$ cat config.mk
export PLATFORM = sky130hd
export DESIGN_NAME = bit_packer_flat
export DESIGN_NICKNAME = d
export VERILOG_FILES = /design/src/rtl/bit_packer_if.sv /design/src/rtl/bit_packer.sv /design/src/flat_wrapper.sv
export SDC_FILE = /design/constraint.sdc
export NUM_CORES = 1
export LEC_CHECK = 0
export CORE_AREA = 5 5 54 56
export CTS_CLUSTER_DIAMETER = 60
export DETAILED_ROUTE_END_ITERATION = 6
export DIE_AREA = 0 0 59 61
export PLACE_DENSITY = 0.75
export SYNTH_ARGS = -nofsm -noshare
export SYNTH_HDL_FRONTEND = slang
export SYNTH_SLANG_ARGS = --single-unit
$ cat constraint.sdc
create_clock -name clk -period 3.6 [get_ports clk]
set_input_delay 0.9 -clock clk [delete_from_list [all_inputs] [get_ports clk]]
set_output_delay 0.9 -clock clk [all_outputs]
set_load 0.005 [all_outputs]
$ cat src/rtl/bit_packer_if.sv
// Handshake bundle between the serial bit source, the packer and the word consumer.
interface bit_packer_if #(
   parameter int WIDTH = 4
);
   localparam int CW = $clog2(WIDTH + 1);

   logic             in_valid;
   logic             in_ready;
   logic             in_bit;
   logic             in_last;
   logic             out_valid;
   logic             out_ready;
   logic [WIDTH-1:0] out_data;
   logic [CW-1:0]    out_count;
   logic             busy;

   // Environment side: produces bits, consumes words.
   modport master (
      output in_valid, in_bit, in_last, out_ready,
      input  in_ready, out_valid, out_data, out_count, busy
   );

   // Packer side.
   modport slave (
      input  in_valid, in_bit, in_last, out_ready,
      output in_ready, out_valid, out_data, out_count, busy
   );
endinterface

$ cat src/rtl/bit_packer.sv
// Serial-to-parallel packer: gathers accepted bits into WIDTH-bit words
// (early close on in_last) and queues completed words in a DEPTH-entry FIFO.
module bit_packer #(
   parameter int WIDTH     = 4,
   parameter int DEPTH     = 2,
   parameter bit MSB_FIRST = 1'b1
) (
   input logic       clk,
   input logic       rst_n,
   bit_packer_if.slave bus
);
   localparam int CW = $clog2(WIDTH + 1);
   localparam int PW = (DEPTH > 1) ? $clog2(DEPTH) : 1;
   localparam int OW = $clog2(DEPTH + 1);

   // Partial word under construction
   logic [CW-1:0]    cnt_q, cnt_d;
   logic [WIDTH-1:0] word_q, word_d;

   // Output FIFO storage and bookkeeping
   logic [WIDTH-1:0] mem_data_q [DEPTH];
   logic [CW-1:0]    mem_cnt_q  [DEPTH];
   logic [PW-1:0]    wr_ptr_q, wr_ptr_d;
   logic [PW-1:0]    rd_ptr_q, rd_ptr_d;
   logic [OW-1:0]    occ_q, occ_d;

   logic             full;
   logic             empty;
   logic             in_ready;
   logic             accept;
   logic             push;
   logic             pop;
   logic [WIDTH-1:0] push_word;
   logic [CW-1:0]    push_cnt;
   int unsigned      cur_k;
   int unsigned      slot;

   // Input side: place the accepted bit and decide whether the word closes
   always_comb begin
      full      = (occ_q == OW'(DEPTH));
      empty     = (occ_q == '0);
      in_ready  = rst_n & ~full;
      accept    = bus.in_valid & in_ready;
      cur_k     = 32'(cnt_q);
      slot      = MSB_FIRST ? (WIDTH - 1 - cur_k) : cur_k;
      push_word = word_q;
      for (int unsigned i = 0; i < WIDTH; i++) begin
         if (i == slot) begin
            push_word[i] = bus.in_bit;
         end
      end
      push_cnt  = cnt_q + CW'(1);
      push      = accept & ((cnt_q == CW'(WIDTH - 1)) | bus.in_last);
      cnt_d     = cnt_q;
      word_d    = word_q;
      if (push) begin
         cnt_d  = '0;
         word_d = '0;
      end else if (accept) begin
         cnt_d  = push_cnt;
         word_d = push_word;
      end
   end

   // FIFO pointer and occupancy update; simultaneous push/pop keeps occupancy
   always_comb begin
      pop      = rst_n & ~empty & bus.out_ready;
      wr_ptr_d = wr_ptr_q;
      rd_ptr_d = rd_ptr_q;
      occ_d    = occ_q;
      if (push) begin
         wr_ptr_d = (wr_ptr_q == PW'(DEPTH - 1)) ? '0 : wr_ptr_q + PW'(1);
      end
      if (pop) begin
         rd_ptr_d = (rd_ptr_q == PW'(DEPTH - 1)) ? '0 : rd_ptr_q + PW'(1);
      end
      case ({push, pop})
         2'b10:   occ_d = occ_q + OW'(1);
         2'b01:   occ_d = occ_q - OW'(1);
         default: occ_d = occ_q;
      endcase
   end

   // Control state registers with synchronous active-low reset
   always_ff @(posedge clk) begin
      if (!rst_n) begin
         cnt_q    <= '0;
         word_q   <= '0;
         wr_ptr_q <= '0;
         rd_ptr_q <= '0;
         occ_q    <= '0;
      end else begin
         cnt_q    <= cnt_d;
         word_q   <= word_d;
         wr_ptr_q <= wr_ptr_d;
         rd_ptr_q <= rd_ptr_d;
         occ_q    <= occ_d;
      end
   end

   // FIFO storage write; contents are masked by the occupancy so need no reset
   always_ff @(posedge clk) begin
      if (push) begin
         mem_data_q[wr_ptr_q] <= push_word;
         mem_cnt_q[wr_ptr_q]  <= push_cnt;
      end
   end

   // Output drive: head entry when non-empty, zeros otherwise and during reset
   always_comb begin
      bus.in_ready  = in_ready;
      bus.out_valid = rst_n & ~empty;
      bus.out_data  = '0;
      bus.out_count = '0;
      if (rst_n && !empty) begin
         bus.out_data  = mem_data_q[rd_ptr_q];
         bus.out_count = mem_cnt_q[rd_ptr_q];
      end
      bus.busy = rst_n & ((cnt_q != '0) | ~empty);
   end
endmodule

$ cat src/flat_wrapper.sv
// flat-port wrapper written by rule: the top's interface ports become plain ports
module bit_packer_flat 
#(
   parameter int WIDTH     = 4,
   parameter int DEPTH     = 2,
   parameter bit MSB_FIRST = 1'b1
)
  (clk, rst_n, bus_in_valid, bus_in_bit, bus_in_last, bus_out_ready, bus_in_ready, bus_out_valid, bus_out_data, bus_out_count, bus_busy);
  bit_packer_if #(.WIDTH(WIDTH)) bus_i ();
  input logic clk;
  input logic rst_n;
  input wire logic [$bits(bus_i.in_valid)-1:0] bus_in_valid;
  input wire logic [$bits(bus_i.in_bit)-1:0] bus_in_bit;
  input wire logic [$bits(bus_i.in_last)-1:0] bus_in_last;
  input wire logic [$bits(bus_i.out_ready)-1:0] bus_out_ready;
  output wire logic [$bits(bus_i.in_ready)-1:0] bus_in_ready;
  output wire logic [$bits(bus_i.out_valid)-1:0] bus_out_valid;
  output wire logic [$bits(bus_i.out_data)-1:0] bus_out_data;
  output wire logic [$bits(bus_i.out_count)-1:0] bus_out_count;
  output wire logic [$bits(bus_i.busy)-1:0] bus_busy;
  assign bus_i.in_valid = bus_in_valid;
  assign bus_i.in_bit = bus_in_bit;
  assign bus_i.in_last = bus_in_last;
  assign bus_i.out_ready = bus_out_ready;
  assign bus_in_ready = bus_i.in_ready;
  assign bus_out_valid = bus_i.out_valid;
  assign bus_out_data = bus_i.out_data;
  assign bus_out_count = bus_i.out_count;
  assign bus_busy = bus_i.busy;
  bit_packer #(.WIDTH(WIDTH), .DEPTH(DEPTH), .MSB_FIRST(MSB_FIRST)) u_core (.clk(clk), .rst_n(rst_n), .bus(bus_i));
endmodule
==> impl_metrics.py <==
metrics = {
    "cts": {
        "clkSinkCount": 26,
        "cts_tree": "done",
        "clkSlewWorstSetupHoldPaths_ns": 0.12,
        "clock_tree.buffer_depth": 2,
        "cts-root-buf": "clkbuf_4",
        "htree_levels": 1,
        "numCtsBuffers": 3,
        "cts_hold_buf": 0,
        "cts_setup_buffers": 0,
        "worst_skew_pair.late_latency_ns": 0.32,
        "cts_resized": 0,
    },
    "setup_path": {
        "worstPathArrival_ns": 2.26,
        "cp_common_cell": "clkdlybuf4s50_1",
        "cpPeakStageDelay_ns": 0.53,
        "cpMaxStageDelayCell": "clkdlybuf4s50_1",
        "crit_path_max_fanout": 10,
        "timing.rr.start": "u_core.occ_q[0]",
        "worstPathRequired_ns": 2.70,
        "crit_family": "buffers and inverters",
        "crit_path_end_kind": "output port",
        "cp-start-kind": "input port",
        "worstPathCellList": "clkdlybuf4s50_1 -> inv_2 -> o21ai_0 -> clkdlybuf4s50_1",
        "path_class": "in2out",
        "critPathBufInv": 3,
        "cp-startpoint": "rst_n",
    },
    "route": {
        "via_per_inst": 5.38,
        "ant_nets": 0,
        "top_layer": "met4",
        "wl_met2_mm": 1.08,
        "met1_length_mm": 1.07,
        "dr.first_iter.drc_count": 14,
        "wire_per_inst_um": 14.9,
        "vias": 839,
        "route.detailed.drc": 0,
        "dr.pass1.iters": 4,
        "drt_wl_total_mm": 2.33,
        "routed-wl-met3_um": 117,
    },
    "outcome": {
        "status": "finished clean",
    },
    "sta": {
        "period_needed_ns": 3.16,
        "slew_headroom_pct": 58.4,
        "fin_skew_ns": 0.00423,
        "rsz0062_at_grt": "false",
        "hold_slack_ns": 0.497,
        "setup_violations": 0,
        "hold_violations": 0,
        "drv_slew": 0,
        "setup_tns_ns": 0,
        "post-route-period-util_pct": 87.8,
        "tightest_slew_ns": 0.621,
        "max_freq_mhz": 316,
    },
    "global_routing": {
        "gr-total-overflow": 0,
        "antenna_found_initial": 0,
        "grt_use_total_pct": 15.1,
        "grt_pass1_vias": 807,
        "grt_max_degree": 15,
        "grt_first_pass_wirelength_mm": 3.87,
    },
    "finish": {
        "final_common_cell": "clkdlybuf4s50_1",
        "drive_gt1_share_pct": 12.7,
        "fillers": 214,
        "final_cell_mix": "15 x clkdlybuf4s50_1, 14 x edfxtp_1, 13 x nor2_1",
        "final_nets": 140,
        "synthToLayoutAreaGrowth_pct": 14.2,
        "antenna_cells": 0,
    },
    "synth": {
        "synthCells": 111,
        "yosys.cell_types.count": 31,
        "synthesis.area_um2": 1300,
        "synth_top_area_share_pct": 32.3,
        "syn-num-nets": 124,
        "yosysWarnings": 0,
        "postSynthAreaPerCell_um2": 11.7,
        "synth_top_area_cell": "edfxtp_1",
        "yosysSeqAreaShare_pct": 50.8,
        "yosys-top-cells-area": "edfxtp_1 32%, dfxtp_1 18%, mux2i_1 8.5%",
        "ys_ff_latch": 26,
    },
    "die": {
        "dieArea_um2": 3600,
        "die_y_um": 61,
        "initial_utilization_pct": 54.5,
        "ioPinCount": 16,
        "core-area_um2": 2390,
        "chipWidth_um": 59,
        "rows": 18,
    },
    "placed_design": {
        "place_congestion": 0.842,
        "port-buffer-count": 15,
        "place_hpwl_mm": 1.73,
    },
    "worst_hold_path": {
        "hold_path.startpoint": "u_core.wr_ptr_q",
        "hold_path_class": "reg2reg",
    },
    "pwr": {
        "static-leakage-power_nw": 0.546,
        "power.density_nw_per_um2": 360,
        "ir_drop_v": 0.000198,
    },
    "run": {
        "cap_violations": 0,
    },
}
-- per-layer routing --
layer / track usage [%] / vias up
met1: 19.2 / 394
met5: 0 / -
met4: 8.74 / 0
met3: 3.19 / 5
li1: - / 421
met2: 23.8 / 19
-- state kept, by name, summed over array words and instances (netlist names), named ones only --
register / count
u_core.mem_data_q: 8
u_core.mem_cnt_q: 6
u_core.word_q: 4
u_core.cnt_q: 3
u_core.occ_q: 2
u_core.rd_ptr_q: 1
u_core.wr_ptr_q: 1
-- metrics by stage --
stage          util (%)  setup WS [ns]  total power [mW]  std cells  area, um^2
2_1_floorplan         -           1.34             0.391        111        1300
3_3_place_gp       61.2          0.465             0.415        152        1460
3_5_place_dp       61.2          0.426             0.419        152        1460
4_1_cts            62.3          0.426             0.539        156        1490
5_1_grt            62.3          0.357             0.560        156        1490
6_report           62.3          0.438             0.535        156        1490
-- power by group --
group / switching (mW) / total [mW] / internal [mW]
Sequential: 0.00965 / 0.334 / 0.324
Clock: 0.0805 / 0.124 / 0.0434
Combinational: 0.0409 / 0.0778 / 0.0370
-- final cells by class --
cell class | instances | area [um^2] | area share, %
tap | 30 | 37.5 | 2.53
timing repair buffer | 16 | 158 | 10.6
multi-input combinational | 68 | 559 | 37.6
sequential | 26 | 661 | 44.4
inverter | 12 | 45.0 | 3.03
clock buffer | 4 | 26.3 | 1.77
-- logic make-up (layout without fill, tap and decap cells) --
group | after synthesis | after routing | synth area share, %
buf+inv | 17 | 32 | 6.25
mux | 12 | 12 | 9.33
flops | 26 | 26 | 50.8
fa+ha+maj | 7 | 7 | 6.73
simple gates | 25 | 25 | 10.7
xor+xnor | 3 | 3 | 2.02
compound gates | 21 | 21 | 14.2
-- worst register-to-register path: stages, from the launching register on --
cell and delay (ns):
dfxtp_1 0.48, nand2b_1 0.40, o2111ai_4 0.21, ha_1 0.36, or3_1 0.37, a21oi_1 0.14
-- Yosys cell counts --
master and number:
edfxtp_1 14, nor2_1 13, dfxtp_1 12, inv_1 11
mux2i_1 11, ha_1 7, a31oi_1 5, a211oi_2 4
a21oi_1 3, nor2b_1 3, o21ai_0 3, buf_2 2
buf_6 2, nand4_1 2, o31ai_1 2, xor2_1 2
and2b_4 1, clkbuf_1 1, inv_2 1, mux2_2 1
nand2_1 1, nand2b_1 1, nor3_2 1, nor3_4 1
nor4_1 1, o2111ai_4 1, o211ai_1 1, o21ai_2 1
o21ai_4 1, or3_1 1, xnor2_1 1
-- worst paths after layout --
check	cells after the start	end	slack, ns
max	4	bus_busy	0.44
min	1	u_core.wr_ptr_q	0.50
max reg2reg	5	u_core.occ_q[1]	1.59
min reg2reg	1	u_core.wr_ptr_q	0.50
(Power assumes the default switching activity.)
